==> src/rtl/fp_adder_pipe.sv <==
`default_nettype none
// ============================================================================
// Module      : fp_adder_pipe
// Description : Four-stage pipelined IEEE-754-style floating-point adder with
//               valid/ready handshakes on both sides and a global stall.
//               Stage 1 unpacks, classifies and orders the operands by
//               magnitude. Stage 2 aligns the smaller mantissa (G/R/S).
//               Stage 3 adds or subtracts. Stage 4 normalises, rounds, packs
//               and handles special values.
//               Denormal inputs are flushed to signed zero. Results that
//               underflow are also flushed to signed zero.
// Macro       : FP_ROUND_NEAREST_EN - defined: round to nearest even;
//               undefined (default): truncation toward zero.
// Ports       : clk, rst_n (async, active low)
//               in_valid/in_ready, n1, n2 : operand handshake, {s,exp,man}
//               out_valid/out_ready, sum  : result handshake
//               ovf     : finite operands overflowed to infinity
//               invalid : canonical quiet NaN produced
// Revision    : 1.0 - initial pipelined release
// ============================================================================
module fp_adder_pipe #(
    parameter int  EXP_W = 8,
    parameter int  MAN_W = 23,
    localparam int W     = 1 + EXP_W + MAN_W
) (
    input  logic         clk,
    input  logic         rst_n,
    input  logic         in_valid,
    output logic         in_ready,
    input  logic [W-1:0] n1,
    input  logic [W-1:0] n2,
    output logic         out_valid,
    input  logic         out_ready,
    output logic [W-1:0] sum,
    output logic         ovf,
    output logic         invalid
);

    localparam int c_al_w = MAN_W + 3;               // hidden + man + G + R
    localparam int c_lzw  = $clog2(MAN_W + 5);
    localparam int c_ew   = ((EXP_W > c_lzw) ? EXP_W : c_lzw) + 2;
`ifdef FP_ROUND_NEAREST_EN
    localparam bit c_rne  = 1'b1;
`else
    localparam bit c_rne  = 1'b0;
`endif

    logic w_adv;
    assign w_adv    = !out_valid || out_ready;
    assign in_ready = w_adv;

    // ---------------- stage 1: unpack / compare ----------------
    logic [EXP_W-1:0] w_e1, w_e2, w_ea, w_eb;
    logic [MAN_W:0]   w_sig1, w_sig2, w_ma, w_mb;
    logic [W-2:0]     w_mag1, w_mag2;
    logic             w_z1, w_z2, w_nan1, w_nan2, w_inf1, w_inf2, w_swap, w_sa, w_sb;

    assign w_e1   = n1[W-2:MAN_W];
    assign w_e2   = n2[W-2:MAN_W];
    assign w_z1   = (w_e1 == '0);
    assign w_z2   = (w_e2 == '0);
    assign w_nan1 = (&w_e1) && (|n1[MAN_W-1:0]);
    assign w_nan2 = (&w_e2) && (|n2[MAN_W-1:0]);
    assign w_inf1 = (&w_e1) && !(|n1[MAN_W-1:0]);
    assign w_inf2 = (&w_e2) && !(|n2[MAN_W-1:0]);
    // Zero-exponent operands (including denormals) behave as exact zeros.
    assign w_sig1 = w_z1 ? '0 : {1'b1, n1[MAN_W-1:0]};
    assign w_sig2 = w_z2 ? '0 : {1'b1, n2[MAN_W-1:0]};
    assign w_mag1 = w_z1 ? '0 : n1[W-2:0];
    assign w_mag2 = w_z2 ? '0 : n2[W-2:0];
    // Ties keep n1 as A; equal magnitudes give identical results either way.
    assign w_swap = (w_mag2 > w_mag1);
    assign w_sa   = w_swap ? n2[W-1] : n1[W-1];
    assign w_sb   = w_swap ? n1[W-1] : n2[W-1];
    assign w_ea   = w_swap ? w_e2 : w_e1;
    assign w_eb   = w_swap ? w_e1 : w_e2;
    assign w_ma   = w_swap ? w_sig2 : w_sig1;
    assign w_mb   = w_swap ? w_sig1 : w_sig2;

    logic             r1_valid, r1_sa, r1_sub, r1_zs, r1_sp, r1_nan;
    logic [EXP_W-1:0] r1_ea, r1_eb;
    logic [MAN_W:0]   r1_ma, r1_mb;

    always_ff @(posedge clk) begin
        if (w_adv) begin
            r1_sa  <= w_sa;
            r1_sub <= w_sa ^ w_sb;
            r1_zs  <= w_sa & w_sb;      // sign of an all-zero result
            r1_ea  <= w_ea;
            r1_eb  <= w_eb;
            r1_ma  <= w_ma;
            r1_mb  <= w_mb;
            r1_nan <= w_nan1 || w_nan2 || (w_inf1 && w_inf2 && (n1[W-1] != n2[W-1]));
            r1_sp  <= w_nan1 || w_nan2 || w_inf1 || w_inf2;
        end
    end

    // ---------------- stage 2: align ----------------
    logic [31:0]         w_diff, w_sh;
    logic [2*c_al_w-1:0] w_ext;
    logic [c_al_w:0]     w_b_al;

    assign w_diff = 32'(r1_ea) - 32'(r1_eb);
    // Clamping at the field width keeps every shifted-out bit in the sticky half.
    assign w_sh   = (w_diff >= 32'(c_al_w)) ? 32'(c_al_w) : w_diff;
    assign w_ext  = {r1_mb, 2'b00, {c_al_w{1'b0}}} >> w_sh;
    assign w_b_al = {w_ext[2*c_al_w-1:c_al_w], |w_ext[c_al_w-1:0]};

    logic             r2_valid, r2_sa, r2_sub, r2_zs, r2_sp, r2_nan;
    logic [EXP_W-1:0] r2_ea;
    logic [MAN_W:0]   r2_ma;
    logic [c_al_w:0]  r2_mb;

    always_ff @(posedge clk) begin
        if (w_adv) begin
            r2_sa  <= r1_sa;
            r2_sub <= r1_sub;
            r2_zs  <= r1_zs;
            r2_ea  <= r1_ea;
            r2_ma  <= r1_ma;
            r2_mb  <= w_b_al;
            r2_sp  <= r1_sp;
            r2_nan <= r1_nan;
        end
    end

    // ---------------- stage 3: add / subtract ----------------
    logic [MAN_W+4:0] w_a_x, w_b_x, w_raw;

    assign w_a_x = {1'b0, r2_ma, 3'b000};
    assign w_b_x = {1'b0, r2_mb};
    assign w_raw = r2_sub ? (w_a_x - w_b_x) : (w_a_x + w_b_x);   // A >= B

    logic             r3_valid, r3_sa, r3_zs, r3_sp, r3_nan;
    logic [EXP_W-1:0] r3_ea;
    logic [MAN_W+4:0] r3_sum;

    always_ff @(posedge clk) begin
        if (w_adv) begin
            r3_sa  <= r2_sa;
            r3_zs  <= r2_zs;
            r3_ea  <= r2_ea;
            r3_sum <= w_raw;
            r3_sp  <= r2_sp;
            r3_nan <= r2_nan;
        end
    end

    // ---------------- stage 4: normalise / round / pack ----------------
    logic [c_lzw-1:0] w_lz;
    logic [MAN_W+3:0] w_m;
    logic [c_ew-1:0]  w_exp_n, w_exp_f;
    logic [MAN_W+1:0] w_rnd;
    logic [MAN_W-1:0] w_man;
    logic             w_inc, w_rc, w_uflow;
    logic [W-1:0]     w_res;
    logic             w_ovf, w_inv;

    always_comb begin
        w_lz = c_lzw'(MAN_W + 4);
        for (int i = 0; i <= MAN_W + 3; i++) begin
            if (r3_sum[i]) begin
                w_lz = c_lzw'(MAN_W + 3 - i);     // highest set bit wins
            end
        end
    end

    always_comb begin
        if (r3_sum[MAN_W+4]) begin
            w_m     = {r3_sum[MAN_W+4:2], r3_sum[1] | r3_sum[0]};
            w_exp_n = c_ew'(r3_ea) + c_ew'(1);
        end else begin
            w_m     = r3_sum[MAN_W+3:0] << w_lz;
            w_exp_n = c_ew'(r3_ea) - c_ew'(w_lz);
        end
    end

    assign w_uflow = w_exp_n[c_ew-1] || (w_exp_n == '0);
    assign w_inc   = c_rne && w_m[2] && (w_m[1] || w_m[0] || w_m[3]);
    assign w_rnd   = {1'b0, w_m[MAN_W+3:3]} + (MAN_W+2)'(w_inc);
    assign w_rc    = w_rnd[MAN_W+1];
    assign w_man   = w_rc ? w_rnd[MAN_W:1] : w_rnd[MAN_W-1:0];
    assign w_exp_f = w_exp_n + c_ew'(w_rc);

    always_comb begin
        w_res = {r3_sa, w_exp_f[EXP_W-1:0], w_man};
        w_ovf = 1'b0;
        w_inv = 1'b0;
        if (r3_sp) begin
            if (r3_nan) begin
                w_res = {1'b0, {EXP_W{1'b1}}, 1'b1, {(MAN_W-1){1'b0}}};
                w_inv = 1'b1;
            end else begin
                w_res = {r3_sa, {EXP_W{1'b1}}, {MAN_W{1'b0}}};
            end
        end else if (r3_sum == '0) begin
            w_res = {r3_zs, {(W-1){1'b0}}};
        end else if (w_uflow) begin
            w_res = {r3_sa, {(W-1){1'b0}}};
        end else if (w_exp_f >= c_ew'({EXP_W{1'b1}})) begin
            w_res = {r3_sa, {EXP_W{1'b1}}, {MAN_W{1'b0}}};
            w_ovf = 1'b1;
        end
    end

    // ---------------- valid chain and output register ----------------
    always_ff @(posedge clk or negedge rst_n) begin
        if (!rst_n) begin
            r1_valid  <= 1'b0;
            r2_valid  <= 1'b0;
            r3_valid  <= 1'b0;
            out_valid <= 1'b0;
            sum       <= '0;
            ovf       <= 1'b0;
            invalid   <= 1'b0;
        end else if (w_adv) begin
            r1_valid  <= in_valid;
            r2_valid  <= r1_valid;
            r3_valid  <= r2_valid;
            out_valid <= r3_valid;
            if (r3_valid) begin
                sum     <= w_res;
                ovf     <= w_ovf;
                invalid <= w_inv;
            end
        end
    end

endmodule
`default_nettype wire

==> config.mk <==
export PLATFORM = sky130hd
export DESIGN_NAME = fp_adder_pipe
export DESIGN_NICKNAME = d
export VERILOG_FILES = /design/src/rtl/fp_adder_pipe.sv
export SDC_FILE = /design/constraint.sdc
export NUM_CORES = 1
export LEC_CHECK = 0
export ABC_AREA = 1
export BUFFER_PORTS_ARGS = -buffer_cell sky130_fd_sc_hd__buf_2
export CELL_PAD_IN_SITES_DETAIL_PLACEMENT = 1
export CELL_PAD_IN_SITES_GLOBAL_PLACEMENT = 2
export CORE_AREA = 2 2 203 205
export CTS_CLUSTER_SIZE = 10
export DETAILED_ROUTE_END_ITERATION = 16
export DIE_AREA = 0 0 205 207
export GPL_TIMING_DRIVEN = 0
export PLACE_DENSITY_LB_ADDON = 0.3
export SLEW_MARGIN = 20
export SYNTH_ARGS = -nofsm -noshare
export SYNTH_HDL_FRONTEND = slang
export SYNTH_SLANG_ARGS = --single-unit
==> constraint.sdc <==
create_clock -name clk -period 5.13 [get_ports clk]
set_input_delay 0.513 -clock clk [delete_from_list [all_inputs] [get_ports clk]]
set_output_delay 0.513 -clock clk [all_outputs]
set_load 0.1 [all_outputs]
# After elaboration in Yosys (flattened, before gate mapping)
# Cells that the tools add are included.
# Widths: inputs -> output; s select.
classes:
  n_reduce_logical: 25
  mux: 52
  n_bitwise: 3
  shifts: 2
  order_cmp: 3
  add_sub_neg: 5
  n_eq_ne: 1
ops:
  columns: ["op", "n"]
  rows:
  - ["$mux 5", 26]
  - ["$mux 32", 4]
  - ["$mux 31", 4]
  - ["$mux 24", 4]
  - ["$shr 52x32->52", 1]
  - ["$reduce_or 23->1", 2]
  - ["$ge 32x5->1 const B", 1]
  - ["$gt 31x31->1", 1]
  - ["$add 27x27->28", 1]
  - ["$logic_not 28->1", 1]
  - ["$mux 28", 1]
  - ["$sub 27x27->28", 1]
  - ["$shl 27x5->26", 1]
  - ["$mux 26", 1]
  - ["$reduce_or 26->1", 1]
  - ["$logic_not 8->1", 2]
  - ["$mux 8", 2]
  - ["$reduce_and 8->1", 2]
  - ["$ge 10x8->1 const B", 1]
  - ["$logic_not 10->1", 1]
  - ["$mux 10", 1]
  - ["$add 8x1->9 const B", 1]
  - ["$mux 1", 9]
  - ["$sub 8x5->9", 1]
  - ["9 further kinds", 21]
word_totals:
  in_bits: 68
  register_bits: 211

# Longest topological paths before layout
depth:
  ltp_word: 34
  ltp_mapped: 44
  mapped_depth_nobuf: 42

# Worst setup path after synthesis
# No wires, ideal clock.
synth_timing:
  kind: "register -> register"
  start: "register out_valid"
  end: "register r2_valid"
  path_buffers: 0
  stages_incl_launch_ff: 5
  setup_time_ns: 0.347
  slack_ns: -0.355
  arrival_ns: 5.138
  path_cell_list: "dfrtp_1 > inv_1 > nor2_1 > inv_1 > o21ai_0"
synth_between:
  elab_chain_cells: 2
synth_lines:
  columns: ["item", "line_no", "text"]
  rows:
  - ["start, declared", "32", "output logic out_valid,"]
  - ["start signal, assigned", "220", "out_valid <= r3_valid;"]
  - ["$logic_not 1->1", "49", "assign w_adv = !out_valid || out_ready;"]
  - ["$logic_or 1x1->1", "49", null]
  - ["net in_ready", "29", "output logic in_ready,"]
  - ["end signal, assigned", "218", "r2_valid <= r1_valid;"]
  - ["end, declared", "109", "logic r2_valid, r2_sa, r2_sub, r2_zs, r2_sp, r2_nan;"]
# The timed path passes the listed nets, and every way through them passes these cells.
# A chain may end at the register's enable or synchronous reset.

# Final worst setup path
layout_timing:
  start: "register r3_sum[2]"
  end: "register sum[19]"
layout_between:
  elab_chain_cells: 32
  word_cells_on_any_way: 37
  classes_between: "1 x add/sub; 1 x order compare; 1 x shift; 31 x mux; 3 x reduce/logical"
layout_lines:
  columns: ["item", "line_no", "text"]
  rows:
  - ["start, declared", "136", "logic [MAN_W+4:0] r3_sum;"]
  - ["start signal, assigned", "143", "r3_sum <= w_raw;"]
  - ["$mux 5 (25 in a row)", "162", "if (r3_sum[i]) begin"]
  - ["$sub 8x5->9", "174", "w_exp_n = c_ew'(r3_ea) - c_ew'(w_lz);"]
  - ["$mux 10", "169", "if (r3_sum[MAN_W+4]) begin"]
  - ["$ge 10x8->1 / $logic_not 10->1 (equally long branches)", "200, 178", null]
  - ["$mux 31 / $logic_or 1x1->1 (equally long branches)", "200, 178", null]
  - ["$mux 31", "198", "end else if (w_uflow) begin"]
  - ["$mux 32 *", "196", "end else if (r3_sum == '0) begin"]
  - ["$mux 32 *", "189", "if (r3_sp) begin"]
  - ["end signal, assigned", "222", "sum <= w_res;"]
  - ["end, declared", "34", "output logic [W-1:0] sum,"]
# Mark *: on every way between the ends. The rest lies on a longest branch, timed or not.

==> results.tsv <==
stage	metric	value	unit
pwr	power share of the combinational group	0.596	
die	Initial Utilization	0.364	
global_routing	global route overflow	0	
cts	CTS Sinks	211	
logic_synthesis	synth cell count leaders	483 x nand2_1, 231 x inv_1, 173 x edfxtp_1, 152 x nand3_1, 127 x nor2_1	
finish	share of layout cells above drive strength 1	0.107	
setup_path	slowest CP cell	fa_2	
logic_synthesis	post-synthesis register bit count	211	
route	Via Count	13400	
route	DR WL/cell	18.1	µm
setup_path	critical path type	reg -> reg	
sta	crit path time final	4810	ps
global_routing	first-pass GRT wire length	73.8	mm
setup_path	CP Buf/Inv Count	4	
die	num rows	74	
logic_synthesis	largest area contributor in the netlist	edfxtp_1	
finish	fillers	5033	
run	max cap viols	0	
logic_synthesis	asr flop ratio synth	0.180	
min_path	HP Class	in -> async	
global_routing	vias in the first global route	13700	
setup_path	CP top delay family	simple AND/OR/NAND/NOR gates	
setup_path	Crit path top cell by count	nand2_1	
setup_path	Crit. End Element	flop	
logic_synthesis	EDFF count, synth	173	
cts	Inserted Clock Buffers	27	
die	die height	207	µm
sta	Final Max Slew Viols	0	
sta	period utilisation layout	0.938	
logic_synthesis	Seq/Total Area, Yosys	0.418	
placed_design	dpl hpwl	38.4	mm
setup_path	crit-path max FO	10	
cts	CTS tree	built	
global_routing	initial antenna violation count	1	
pwr	sequential power share	0.263	
sta	fmax	0.208	GHz
die	Die Area	42400	µm²
setup_path	reg2reg end	sum[19]	
setup_path	crit path DAT	5250	ps
setup_path	reg2reg path depth	26	
sta	Worst Tran Pin Value	1050	ps
sta	Fin. Hold Viols	0	
setup_path	Reg2Reg Setup Slack	320	ps
route	DR iter-0 viols	687	
sta	Slew headroom	0.301	
route	antenna viol nets, final	0	
finish	fin util	0.421	
sta	clk_skew	24.7	ps
setup_path	worst r2r src	r3_sum[2]	
outcome	outcome	finished clean	
finish	Layout area overhead	15.5	%
finish	fin nets	2198	
placed_design	count of input and output buffers	103	
pwr	P_sw	6.11	mW
logic_synthesis	Netlist cell types	60	
die	DIE WIDTH	205	µm
sta	final setup vio count	0	
cts	worst-skew pair later-pin latency	550	ps
logic_synthesis	top cells by area, synth	edfxtp_1 35%, nand2_1 12%, ha_1 8.2%	
route	drt drc	0	
route	final WL	46.6	mm
cts	clk root buf	clkbuf_16	
logic_synthesis	syn avg cell area	7.81	µm²
logic_synthesis	most frequent cell after synthesis	nand2_1	
setup_path	crit path launch type	flop	
pwr	LEAKAGE	7.85	nW
route	vias per cell	5.19	
pwr	clock power share	0.141	
logic_synthesis	share of the synthesized area in the top cell type	0.353	
pwr	Pwr Density	697	nW/µm²
global_routing	largest net degree at the start of global routing	40	
placed_design	GP Congestion	0.929	
global_routing	Tot GR Track Use	0.218	
setup_path	worst path required time	5570	ps
logic_synthesis	cell area after synthesis	14700	µm²
pwr	switching share of power	0.516	
pwr	Internal Power	5.73	mW
die	I/O Pins	104	
die	core box area	40400	µm²
cts	CTS max path bufs	3	
sta	worst hold slack	78.6	ps
cts	number of H-tree levels	1	
route	First-pass DRT Iterations	5	
setup_path	largest stage delay on the critical path	560	ps
cts	CTS clk-pin slew, worst paths	60	ps
logic_synthesis	Synth Instances	1883	
pwr	Peak VDD IR	0.363	mV
logic_synthesis	Post-synth top flop	edfxtp_1	
logic_synthesis	Syn Nets	2050	
finish	# diodes	0	
logic_synthesis	Syn. warnings	0	
==> worst reg2reg max path: cells and delay by family, from the launching register on <==
family	cells	cell delay, ps
flip-flops	1	430
adder cells (fa/ha/maj)	1	560
AO/OA/AOI/OAI	5	690
buffers and inverters	4	850
AND/OR/NAND/NOR	16	2170
==> cells by family (layout without fill, tap and decap cells) <==
family          count (synthesis)  after routing  synth area share
compound gates                381            381             0.150
xor+xnor                       31             31            0.0190
fa+ha+maj                      99             99            0.0858
buf+inv                       325            487            0.0862
flops                         211            211             0.418
mux                             6              6           0.00417
simple gates                  830            832             0.237
==> cells in the final DEF (no fill, tap or decap), drive strengths merged, types with 17 or more instances in the layout <==
cell	synthesis	layout
edfxtp	173	173
dfrtp	38	38
a21oi	108	108
inv	238	239
o22ai	24	24
o31ai	17	17
nor4	21	21
clkbuf	55	88
o21ai	178	178
xor2	28	28
nor2	129	129
buf	27	148
ha	96	96
nand3	153	154
nand2	486	487
nand4	25	25
==> routing by layer <==
metal  global-route usage  wire, µm
met3               0.0205      1630
met1                0.298     21600
met2                0.368     22400
met5                    0         0
met4               0.0543       956
==> power by group through the flow <==
stage	logic (mW)	registers (mW)	clock network (mW)
CTS	6.95	3.13	1.73
floorplan	4.23	3.84	0
finish	7.06	3.12	1.67
detailed placement	6.88	3.17	0
global route	7.89	3.19	1.79
global placement	6.76	3.17	0
==> timing repair <==
action | CTS | global route
setup buffers | 2 | 12
pin swaps | 1 | 3
endpoints found under the setup margin | 35 | 39
hold buffers | 0 | 0
gates cloned | 0 | 3
gates resized for setup | 11 | 18
==> per-stage QoR <==
step	TNS [ps]	cell area, µm²	setup slack, ps	power (mW)	instances
after floorplan	0	14700	263	8.07	1883
after global placement	-36960	15900	-755	9.93	2518
final	0	17000	316	11.8	2579
after detailed placement	-32650	16000	-700	10.0	2522
after global routing	-224	17000	-59.3	12.9	2579
after CTS	0	16800	13.9	11.8	2569
==> layout make-up <==
| class | instances | area (µm²) | area share |
|---|---|---|---|
| Tap cell | 532 | 666 | 0.0392 |
| Sequential cell | 211 | 6150 | 0.362 |
| Inverter | 243 | 922 | 0.0543 |
| Clock buffer | 37 | 723 | 0.0426 |
| Timing Repair Buffer | 122 | 721 | 0.0424 |
| Buffer | 77 | 344 | 0.0203 |
| Multi-Input combinational cell | 1349 | 7400 | 0.436 |
| Clock inverter | 8 | 58.8 | 0.00346 |
==> state kept, by name, summed over array words and instances (netlist names), 8 cells and up <==
signal and count:
r2_ea 8, r1_mb 24, r1_ea 8, r1_ma 24, r2_ma 24, r1_eb 8, r3_ea 8, sum 32
r2_mb 27, r3_sum 28
==> worst max-delay path by stage <==
stage               startpoint        to  slack, ps  cells past startpoint
floorplan            out_valid  r1_ea[0]        260                      3
global placement        n1[29]  r1_ma[1]       -750                     23
detailed placement  r3_sum[25]   sum[18]       -700                     26
CTS                  r3_sum[1]   sum[18]         10                     43
global route         r3_sum[4]   sum[18]        -60                     27
finish               r3_sum[2]   sum[19]        320                     26
(Power assumes the default switching activity.)
